--- config.mk ---
export PLATFORM = sky130hd
export DESIGN_NAME = cache_arbiter_flat
export DESIGN_NICKNAME = d
export VERILOG_FILES = /design/src/rtl/cache_arbiter_if.sv /design/src/rtl/cache_arbiter.sv /design/src/flat_wrapper.sv
export SDC_FILE = /design/constraint.sdc
export NUM_CORES = 1
export LEC_CHECK = 0
export BUFFER_PORTS_ARGS = -buffer_cell sky130_fd_sc_hd__buf_2
export CAP_MARGIN = 20
export CORE_AREA = 5 5 530 532
export CTS_CLUSTER_DIAMETER = 150
export CTS_CLUSTER_SIZE = 14
export DETAILED_ROUTE_END_ITERATION = 16
export DIE_AREA = 0 0 535 537
export GPL_TIMING_DRIVEN = 0
export PLACE_DENSITY = 0.3
export REMOVE_ABC_BUFFERS = 1
export SKIP_LAST_GASP = 1
export SYNTH_ARGS = -nofsm -noshare
export SYNTH_HDL_FRONTEND = slang
export SYNTH_SLANG_ARGS = --single-unit
--- constraint.sdc ---
create_clock -name clk -period 3.4 [get_ports clk]
set_clock_uncertainty 0.15 [all_clocks]
set_input_delay 0.51 -clock clk [delete_from_list [all_inputs] [get_ports clk]]
set_output_delay 0.51 -clock clk [all_outputs]
set_load 0.02 [all_outputs]
--- src/rtl/cache_arbiter_if.sv ---
// Bundle of the I-cache, D-cache and physical-memory line ports shared by the arbiter.
// The slave modport is the arbiter's view; master is the view of the surrounding caches and memory.
interface cache_arbiter_if #(
    parameter int ADDR_WIDTH = 32,
    parameter int LINE_WIDTH = 256
);
    logic [ADDR_WIDTH-1:0] imem_address;
    logic                  imem_read;
    logic [LINE_WIDTH-1:0] imem_rdata;
    logic                  imem_resp;
    logic [ADDR_WIDTH-1:0] dmem_address;
    logic                  dmem_read;
    logic                  dmem_write;
    logic [LINE_WIDTH-1:0] dmem_wdata;
    logic [LINE_WIDTH-1:0] dmem_rdata;
    logic                  dmem_resp;
    logic [ADDR_WIDTH-1:0] pmem_address;
    logic                  pmem_read;
    logic                  pmem_write;
    logic [LINE_WIDTH-1:0] pmem_wdata;
    logic [LINE_WIDTH-1:0] pmem_rdata;
    logic                  pmem_resp;

    modport slave (
        input  imem_address, imem_read, dmem_address, dmem_read, dmem_write, dmem_wdata,
        input  pmem_rdata, pmem_resp,
        output imem_rdata, imem_resp, dmem_rdata, dmem_resp,
        output pmem_address, pmem_read, pmem_write, pmem_wdata
    );

    modport master (
        output imem_address, imem_read, dmem_address, dmem_read, dmem_write, dmem_wdata,
        output pmem_rdata, pmem_resp,
        input  imem_rdata, imem_resp, dmem_rdata, dmem_resp,
        input  pmem_address, pmem_read, pmem_write, pmem_wdata
    );
endinterface

--- src/rtl/cache_arbiter.sv ---
// Round-robin arbiter sharing one pmem line port between the I-cache (read-only) and D-cache.
// The winner's request is latched in s_idle and replayed to pmem until pmem_resp.
module cache_arbiter #(
    parameter int ADDR_WIDTH = 32,
    parameter int LINE_WIDTH = 256
) (
    input logic             clk,
    input logic             rst,
    cache_arbiter_if.slave  bus
);
    localparam logic [1:0] s_idle       = 2'd0;
    localparam logic [1:0] s_serve_i    = 2'd1;
    localparam logic [1:0] s_serve_d_rd = 2'd2;
    localparam logic [1:0] s_serve_d_wr = 2'd3;
    localparam logic       GRANT_I      = 1'b0;
    localparam logic       GRANT_D      = 1'b1;

    logic [1:0]            state_q, state_d;
    logic                  last_grant_q, last_grant_d;
    logic [ADDR_WIDTH-1:0] addr_q, addr_d;
    logic [LINE_WIDTH-1:0] wdata_q, wdata_d;
    logic                  i_req_s, d_req_s, grant_i_s;
    logic                  pmem_read_s, pmem_write_s, imem_resp_s, dmem_resp_s;
    logic [ADDR_WIDTH-1:0] pmem_address_s;
    logic [LINE_WIDTH-1:0] pmem_wdata_s;

    // Next-state: arbitration in s_idle, wait for pmem_resp while serving.
    always_comb begin
        i_req_s      = bus.imem_read;
        d_req_s      = bus.dmem_read | bus.dmem_write;
        grant_i_s    = i_req_s & (~d_req_s | (last_grant_q == GRANT_D));
        state_d      = state_q;
        last_grant_d = last_grant_q;
        addr_d       = addr_q;
        wdata_d      = wdata_q;
        case (state_q)
            s_idle: begin
                if (grant_i_s) begin
                    state_d      = s_serve_i;
                    last_grant_d = GRANT_I;
                    addr_d       = bus.imem_address;
                    wdata_d      = {LINE_WIDTH{1'b0}};
                end else if (d_req_s) begin
                    last_grant_d = GRANT_D;
                    addr_d       = bus.dmem_address;
                    // read+write together is illegal; writeback wins so no dirty data is lost
                    if (bus.dmem_write) begin
                        state_d = s_serve_d_wr;
                        wdata_d = bus.dmem_wdata;
                    end else begin
                        state_d = s_serve_d_rd;
                        wdata_d = {LINE_WIDTH{1'b0}};
                    end
                end else begin
                    state_d = s_idle;
                end
            end
            s_serve_i, s_serve_d_rd, s_serve_d_wr: begin
                if (bus.pmem_resp) begin
                    state_d = s_idle;
                end else begin
                    state_d = state_q;
                end
            end
            default: state_d = s_idle;
        endcase
    end

    // State and latched-request registers with synchronous reset.
    always_ff @(posedge clk) begin
        if (rst) begin
            state_q      <= s_idle;
            last_grant_q <= GRANT_D;
            addr_q       <= {ADDR_WIDTH{1'b0}};
            wdata_q      <= {LINE_WIDTH{1'b0}};
        end else begin
            state_q      <= state_d;
            last_grant_q <= last_grant_d;
            addr_q       <= addr_d;
            wdata_q      <= wdata_d;
        end
    end

    // pmem drive from latched copies only; resp routed to the winner in the pmem_resp cycle.
    always_comb begin
        pmem_read_s    = 1'b0;
        pmem_write_s   = 1'b0;
        imem_resp_s    = 1'b0;
        dmem_resp_s    = 1'b0;
        pmem_address_s = {ADDR_WIDTH{1'b0}};
        pmem_wdata_s   = {LINE_WIDTH{1'b0}};
        case (state_q)
            s_serve_i: begin
                pmem_read_s    = 1'b1;
                pmem_address_s = addr_q;
                imem_resp_s    = bus.pmem_resp;
            end
            s_serve_d_rd: begin
                pmem_read_s    = 1'b1;
                pmem_address_s = addr_q;
                dmem_resp_s    = bus.pmem_resp;
            end
            s_serve_d_wr: begin
                pmem_write_s   = 1'b1;
                pmem_address_s = addr_q;
                pmem_wdata_s   = wdata_q;
                dmem_resp_s    = bus.pmem_resp;
            end
            default: begin
                pmem_read_s    = 1'b0;
                pmem_write_s   = 1'b0;
            end
        endcase
    end

    assign bus.pmem_read    = pmem_read_s;
    assign bus.pmem_write   = pmem_write_s;
    assign bus.pmem_address = pmem_address_s;
    assign bus.pmem_wdata   = pmem_wdata_s;
    assign bus.imem_resp    = imem_resp_s;
    assign bus.dmem_resp    = dmem_resp_s;
    assign bus.imem_rdata   = bus.pmem_rdata;
    assign bus.dmem_rdata   = bus.pmem_rdata;
endmodule

--- src/flat_wrapper.sv ---
// flat-port wrapper written by rule: the top's interface ports become plain ports
module cache_arbiter_flat 
#(
    parameter int ADDR_WIDTH = 32,
    parameter int LINE_WIDTH = 256
)
  (clk, rst, bus_imem_address, bus_imem_read, bus_dmem_address, bus_dmem_read, bus_dmem_write, bus_dmem_wdata, bus_pmem_rdata, bus_pmem_resp, bus_imem_rdata, bus_imem_resp, bus_dmem_rdata, bus_dmem_resp, bus_pmem_address, bus_pmem_read, bus_pmem_write, bus_pmem_wdata);
  cache_arbiter_if #(.ADDR_WIDTH(ADDR_WIDTH), .LINE_WIDTH(LINE_WIDTH)) bus_i ();
  input logic clk;
  input logic rst;
  input wire logic [$bits(bus_i.imem_address)-1:0] bus_imem_address;
  input wire logic [$bits(bus_i.imem_read)-1:0] bus_imem_read;
  input wire logic [$bits(bus_i.dmem_address)-1:0] bus_dmem_address;
  input wire logic [$bits(bus_i.dmem_read)-1:0] bus_dmem_read;
  input wire logic [$bits(bus_i.dmem_write)-1:0] bus_dmem_write;
  input wire logic [$bits(bus_i.dmem_wdata)-1:0] bus_dmem_wdata;
  input wire logic [$bits(bus_i.pmem_rdata)-1:0] bus_pmem_rdata;
  input wire logic [$bits(bus_i.pmem_resp)-1:0] bus_pmem_resp;
  output wire logic [$bits(bus_i.imem_rdata)-1:0] bus_imem_rdata;
  output wire logic [$bits(bus_i.imem_resp)-1:0] bus_imem_resp;
  output wire logic [$bits(bus_i.dmem_rdata)-1:0] bus_dmem_rdata;
  output wire logic [$bits(bus_i.dmem_resp)-1:0] bus_dmem_resp;
  output wire logic [$bits(bus_i.pmem_address)-1:0] bus_pmem_address;
  output wire logic [$bits(bus_i.pmem_read)-1:0] bus_pmem_read;
  output wire logic [$bits(bus_i.pmem_write)-1:0] bus_pmem_write;
  output wire logic [$bits(bus_i.pmem_wdata)-1:0] bus_pmem_wdata;
  assign bus_i.imem_address = bus_imem_address;
  assign bus_i.imem_read = bus_imem_read;
  assign bus_i.dmem_address = bus_dmem_address;
  assign bus_i.dmem_read = bus_dmem_read;
  assign bus_i.dmem_write = bus_dmem_write;
  assign bus_i.dmem_wdata = bus_dmem_wdata;
  assign bus_i.pmem_rdata = bus_pmem_rdata;
  assign bus_i.pmem_resp = bus_pmem_resp;
  assign bus_imem_rdata = bus_i.imem_rdata;
  assign bus_imem_resp = bus_i.imem_resp;
  assign bus_dmem_rdata = bus_i.dmem_rdata;
  assign bus_dmem_resp = bus_i.dmem_resp;
  assign bus_pmem_address = bus_i.pmem_address;
  assign bus_pmem_read = bus_i.pmem_read;
  assign bus_pmem_write = bus_i.pmem_write;
  assign bus_pmem_wdata = bus_i.pmem_wdata;
  cache_arbiter #(.ADDR_WIDTH(ADDR_WIDTH), .LINE_WIDTH(LINE_WIDTH)) u_core (.clk(clk), .rst(rst), .bus(bus_i));
endmodule
==> results.sh, run 1 <==
export IMPL_crit_path_end_kind="output port"
export IMPL_cts_root_buf="clkbuf_16"
export IMPL_reg2reg_setup_slack_ns=0.68
export IMPL_synth_edf_count=0
export IMPL_gp_congestion=0.910
export IMPL_drt_initial_drc_count=1568
export IMPL_multi_input_area_mm2=0.00595
export IMPL_fin_util=0.0888
export IMPL_syn_instance_count=1929
export IMPL_critPathMaxFanout=67
export IMPL_yosys_area_share_xor_xnor=0
export IMPL_post_cts_resize_count=0
export IMPL_slew_headroom=0.310
export IMPL_regArea_mm2=0.00583
export IMPL_muxShareOfSynthArea=0
export IMPL_worstSetupStartpointType="flop"
export IMPL_arrival_ns=2.56
export IMPL_drt_total_wl_um=313000
export IMPL_start_util=0.0593
export IMPL_slowest_stage="dfxtp_1"
export IMPL_rsz0062_at_grt="no"
export IMPL_powerDensity_mw_per_mm2=398
export IMPL_numCtsBuffers=29
export IMPL_wl_per_cell_um=52.4
export IMPL_cts_tree="yes"
export IMPL_holdCritPathClass="in2reg"
export IMPL_required_ns=2.74
export IMPL_post_route_period_util=0.947
export IMPL_p_total_uw=9750
export IMPL_synthFlopType="dfxtp_1"
export IMPL_drtPass1Iterations=7
export IMPL_irDropWorstVdd_v=0.000403
export IMPL_ys_types=24
export IMPL_avgViaCountPerCell=3.03
export IMPL_ys_top_cells_by_area="dfxtp_1 (36%), buf_4 (24%), a32oi_1 (14%)"
export IMPL_yosys_warnings=0
export IMPL_drc_errors=0
export IMPL_async_flop_share=0
export IMPL_final_max_slew_viol_count=0
export IMPL_drtAntennaViolNets=0
export IMPL_synthTopCellsByCount="buf_4 (513), dfxtp_1 (291), nor2_1 (290)"
export IMPL_fillers=32247
export IMPL_p_leak_uw=0.00929
export IMPL_die_height_um=537
export IMPL_critPathKind="reg2out"
export IMPL_synth_top_family_by_area="buffers and inverters"
export IMPL_insertion_delay_ns=0.66
export IMPL_routed_via_count=18142
export IMPL_syn_area_per_cell_um2=8.47
export IMPL_cts_sinks=291
export IMPL_fin_hold_ws_ns=0.0980
export IMPL_grt_max_degree=106
export IMPL_tightest_slew_ns=1.03
export IMPL_crit_path_max_incr_delay_ns=0.42
export IMPL_grt_usage=0.208
export IMPL_dp_hpwl_um=271000
export IMPL_yosys_area_share_simple=0.188
export IMPL_crit_chain="ha_4 > buf_16 > and2_1 > buf_2"
export IMPL_die_area_mm2=0.287
export IMPL_outcome="completed"
export IMPL_drive_above_1_share=0.310
export IMPL_hold_viol=0
export IMPL_finalCriticalPeriod_ns=3.22
export IMPL_yosys_area_top_type="dfxtp_1"
export IMPL_grt_ovfl_total=0
export IMPL_ios=1386
export IMPL_maxCapViolations=0
export IMPL_fp_row_count=193
export IMPL_setup_viol=0
export IMPL_clock_path_buffers=3
export IMPL_synth_area_mm2=0.0163
export IMPL_synth_compound_area_share=0.170
export IMPL_antenna_found_initial=88
export IMPL_die_w_um=535
export IMPL_cts_htree_levels=1
export IMPL_ys_ff_latch=291
export IMPL_grt_pass1_vias=16426
export IMPL_seq_area_frac_synth=0.356
export IMPL_core_mm2=0.276
export IMPL_clk_pin_slew_ns=0.08
export IMPL_grt_pass1_wl_um=352000
export IMPL_final_setup_tns_ns=0
export IMPL_yosysMostFrequentCell="buf_4"
export IMPL_synth_top_area_share=0.356
export IMPL_fin_nets=2839
export IMPL_io_buffer_count=617
export IMPL_synth_adder_area_share=0.00383
export IMPL_fmax_mhz=311
export IMPL_areaGrowthSynthToFinish_pct=49.8
## timing repair
action | in CTS | in global routing
endpoints found under the setup margin | 106 | 0
endpoints found under the hold margin | 289 | 0
hold buffers | 321 | 0
setup buffers | 2 | 0
## cells by family (layout without fill, tap and decap cells)
| group | after synthesis | after routing |
|---|---|---|
| and+or+nand+nor | 614 | 614 |
| AOI/OAI and AO/OA | 331 | 331 |
| adders and majority gates | 5 | 5 |
| DFF | 291 | 291 |
| buffers and inverters | 688 | 1022 |
| other | 0 | 14 |
## critical path: cells and delay by family (launching register included)
family,cells,cell delay [ns]
buffers and inverters,2,0.53
flip-flops,1,0.42
adder cells (fa/ha/maj),1,0.42
AND/OR/NAND/NOR,1,0.40
## metal layers
| metal | part of all wire | GRT usage | vias to the layer above |
|---|---|---|---|
| met5 | 0.021 | 0.166 | - |
| met4 | 0.061 | 0.0972 | 60 |
| met3 | 0.27 | 0.271 | 334 |
| met2 | 0.42 | 0.315 | 2611 |
| met1 | 0.22 | 0.131 | 8354 |
| li1 | - | - | 6783 |
## flip-flops by register name, indices dropped and copies added, names as in the netlist
register,count
u_core.wdata_q,256
u_core.last_grant_q,1
u_core.addr_q,32
u_core.state_q,2
## cell type report
class | instances | share of cell area
Timing Repair Buffer | 974 | 0.291
Multi-Input combinational cell | 950 | 0.243
Sequential cell | 291 | 0.238
Tap cell | 3705 | 0.189
Clock buffer | 31 | 0.0300
Clock inverter | 11 | 0.00639
Antenna cell | 14 | 0.00143
Inverter | 6 | 0.000920
## report_power, final
group,total [uW],switching [uW],internal [uW]
combinational,2450,1430,1020
sequential,3770,120,3650
clock,3530,1810,1720
## metrics by stage
step / worst slack [ns] / area [um^2] / instances
floorplan: -2.39 / 11800 / 1247
global placement: -8.38 / 19500 / 5569
detailed placement: 0.114 / 20300 / 5603
CTS: 0.00720 / 24400 / 5968
global route: 0.0368 / 24500 / 5973
finish: 0.182 / 24500 / 5982
## cells in the final DEF, fill, tap and decap left out, drive strengths merged
| cell | n |
|---|---|
| o21ba | 1 |
| o31a | 1 |
| and2 | 258 |
| a311oi | 33 |
| nand2 | 1 |
| a211o | 1 |
| ha | 5 |
| bufinv | 2 |
| o21ai | 33 |
| buf | 653 |
| dlygate4sd3 | 321 |
| dfxtp | 291 |
| clkbuf | 31 |
| a32oi | 256 |
| diode | 14 |
| o31ai | 1 |
| inv | 9 |
| nand3 | 32 |
| nor2b | 32 |
| or3 | 1 |
| o221ai | 1 |
| o21bai | 1 |
| nor2 | 290 |
| a21oi | 3 |
| clkinv | 6 |
## path summary, 6_finish.rpt
kind / start / end / depth (start not counted)
worst max-delay path: u_core.state_q[0] / bus_pmem_wdata[219] / 4
worst min-delay path: bus_dmem_wdata[124] / u_core.wdata_q[124] / 3
worst max register to register: u_core.state_q[1] / u_core.addr_q[7] / 7
worst min register to register: u_core.wdata_q[219] / u_core.wdata_q[219] / 2
Note: power is estimated with default switching activity, not from simulation.
==> run 2: changes to the inputs <==
- CORE_AREA: 5 5 530 532 -> 5 5 534 536
- DIE_AREA: 0 0 535 537 -> 0 0 539 541
- clock period: 3.4 -> 3 ns (I/O delays scaled with it)
==> run 2 against run 1 <==
Via count is 0.44% higher. Cell count up 1.1%. Routed wire length is 0.66% lower. Sequential share of layout area decreased by 0.57 points. Combinational power up 16%. Register-to-register slack lost 0.37 ns. Largest cell class unchanged.
==> results.sh, run 2 (same netlist as run 1, synthesis figures left out) <==
export IMPL_reg2reg_depth=8
export IMPL_cts_tree="yes"
export IMPL_irDropWorstVdd_v=0.000400
export IMPL_reg2reg_setup_slack_ns=0.31
export IMPL_die_w_um=539
export IMPL_setup_viol=0
export IMPL_pwr_share_clk=0.366
export IMPL_insertion_delay_ns=0.68
export IMPL_die_area_mm2=0.292
export IMPL_critPathMaxFanout=30
export IMPL_final_common_cell="buf_2"
export IMPL_fillers=32782
export IMPL_intPower_uw=7350
export IMPL_drt_total_wl_um=311000
export IMPL_fin_ws_ns=0.138
export IMPL_crit_chain="ha_4 > buf_16 > buf_16 > buf_16 > and2_4 > buf_2"
export IMPL_sw_frac_of_total=0.346
export IMPL_gp_congestion=0.894
export IMPL_ios=1386
export IMPL_clk_pin_slew_ns=0.07
export IMPL_core_mm2=0.280
export IMPL_power_switching_uw=3880
export IMPL_io_buffer_count=617
export IMPL_crit_path_end="bus_pmem_wdata[48]"
export IMPL_cp_common_cell="buf_16"
export IMPL_cts_root_buf="clkbuf_16"
export IMPL_drtAntennaViolNets=0
export IMPL_antenna_found_initial=107
export IMPL_tightest_slew_ns=1.04
export IMPL_worstSetupStartpointType="flop"
export IMPL_routed_via_count=18221
export IMPL_finalCriticalPeriod_ns=2.86
export IMPL_crit_path_end_kind="output port"
export IMPL_grt_pass1_wl_um=352000
export IMPL_reg_largest_list="u_core.wdata_q (256), u_core.addr_q (32), u_core.state_q (2)"
export IMPL_detailedPlace_worstSlack_ns=-0.202
export IMPL_slowest_stage="dfxtp_2"
export IMPL_avgViaCountPerCell=3.01
export IMPL_p_seq_frac=0.380
export IMPL_maxCapViolations=0
export IMPL_grt_usage=0.204
export IMPL_post_route_period_util=0.954
export IMPL_drive_above_1_share=0.316
export IMPL_critPathKind="reg2out"
export IMPL_drc_errors=0
export IMPL_cts_htree_levels=1
export IMPL_drt_initial_drc_count=1538
export IMPL_fmax_mhz=349
export IMPL_final_setup_tns_ns=0
export IMPL_dp_hpwl_um=270000
export IMPL_wl_per_cell_um=51.5
export IMPL_crit_path_max_incr_delay_ns=0.37
export IMPL_start_util=0.0583
export IMPL_powerDensity_mw_per_mm2=448
export IMPL_required_ns=2.40
export IMPL_numCtsBuffers=30
export IMPL_rr_endpoint="u_core.wdata_q[25]"
export IMPL_holdCritPathClass="in2reg"
export IMPL_setup_worst_path_start="u_core.state_q[1]"
export IMPL_largest_reg_flops=256
export IMPL_arrival_ns=2.26
export IMPL_fin_nets=2860
export IMPL_p_leak_uw=0.00949
export IMPL_fp_row_count=195
export IMPL_hold_viol=0
export IMPL_regMostFlops="u_core.wdata_q"
export IMPL_cts_sinks=291
export IMPL_grt_ovfl_total=0
export IMPL_pwr_share_comb=0.254
export IMPL_outcome="completed"
export IMPL_grt_max_degree=106
export IMPL_p_total_uw=11200
export IMPL_grt_pass1_vias=16686
export IMPL_min_delay_start="bus_dmem_read"
export IMPL_final_cell_mix="buf_2 (556), dlygate4sd3_1 (329), nor2_1 (290), dfxtp_1 (289), a32oi_1 (256)"
export IMPL_rsz0062_at_grt="yes"
export IMPL_final_max_slew_viol_count=0
export IMPL_drtPass1Iterations=8
export IMPL_slew_headroom=0.304
export IMPL_clock_path_buffers=3
export IMPL_timing_rr_start="u_core.state_q[1]"
export IMPL_die_height_um=541
export IMPL_areaGrowthSynthToFinish_pct=53.5
-- run 2: stage by stage --
stage,utilization,area [um^2],std cells,hold slack (ns)
floorplan,-,11800,1247,0.296
global placement,0.0697,19500,5607,0.308
detailed placement,0.0728,20400,5643,0.314
CTS,0.0893,25000,6027,0.0713
global route,0.0894,25100,6033,0.105
finish,0.0895,25100,6045,0.134
-- run 2: routing by layer --
metal | global-route usage | vias up | wire [um]
met5 | 0.179 | - | 7150
met3 | 0.266 | 370 | 82400
met1 | 0.128 | 8390 | 72100
met2 | 0.317 | 2572 | 135000
met4 | 0.0705 | 63 | 15000
li1 | - | 6826 | -
-- run 2: power by group through the flow --
stage | clock (uW) | combinational, uW | sequential [uW]
global route | 4420 | 3090 | 4310
global placement | 0 | 2110 | 4350
finish | 4110 | 2850 | 4270
floorplan | 0 | 1040 | 4310
detailed placement | 0 | 2340 | 4360
CTS | 4360 | 2910 | 4270
-- run 2: how the worst min path moves through the flow --
stage / slack (ns) / cells past startpoint / end
3_5_place_dp: 0.31 / 2 / u_core.wdata_q[189]
3_3_place_gp: 0.31 / 2 / u_core.wdata_q[225]
4_1_cts: 0.07 / 3 / u_core.state_q[1]
2_1_floorplan: 0.30 / 2 / u_core.wdata_q[0]
6_report: 0.13 / 3 / u_core.state_q[1]
5_1_grt: 0.11 / 3 / u_core.state_q[1]
-- run 2: what timing repair did --
item                       in CTS  in global routing
hold buffers                  329                  0
hold endpoints to repair      291                  0
pin swaps                       1                  0
resized for setup              74                  1
setup buffers                   6                  0
setup endpoints to repair     243                 27
cloned                          5                  1
-- run 2: area by class of cell --
type / instances / area [um^2] / area share
Clock buffer: 34 / 797 / 0.0318
Tap cell: 3743 / 4680 / 0.187
Multi-Input combinational cell: 950 / 5970 / 0.238
Clock inverter: 10 / 130 / 0.00519
Antenna cell: 17 / 42.5 / 0.00170
Timing Repair Buffer: 994 / 7620 / 0.304
Sequential cell: 291 / 5830 / 0.232
Inverter: 6 / 22.5 / 0.000898
-- run 2: critical path, delay by kind of cell, from the launching register on --
family | cells | cell delay (ns)
DFF | 1 | 0.37
and+or+nand+nor | 1 | 0.22
buffers and inverters | 4 | 0.69
adders and majority gates | 1 | 0.22
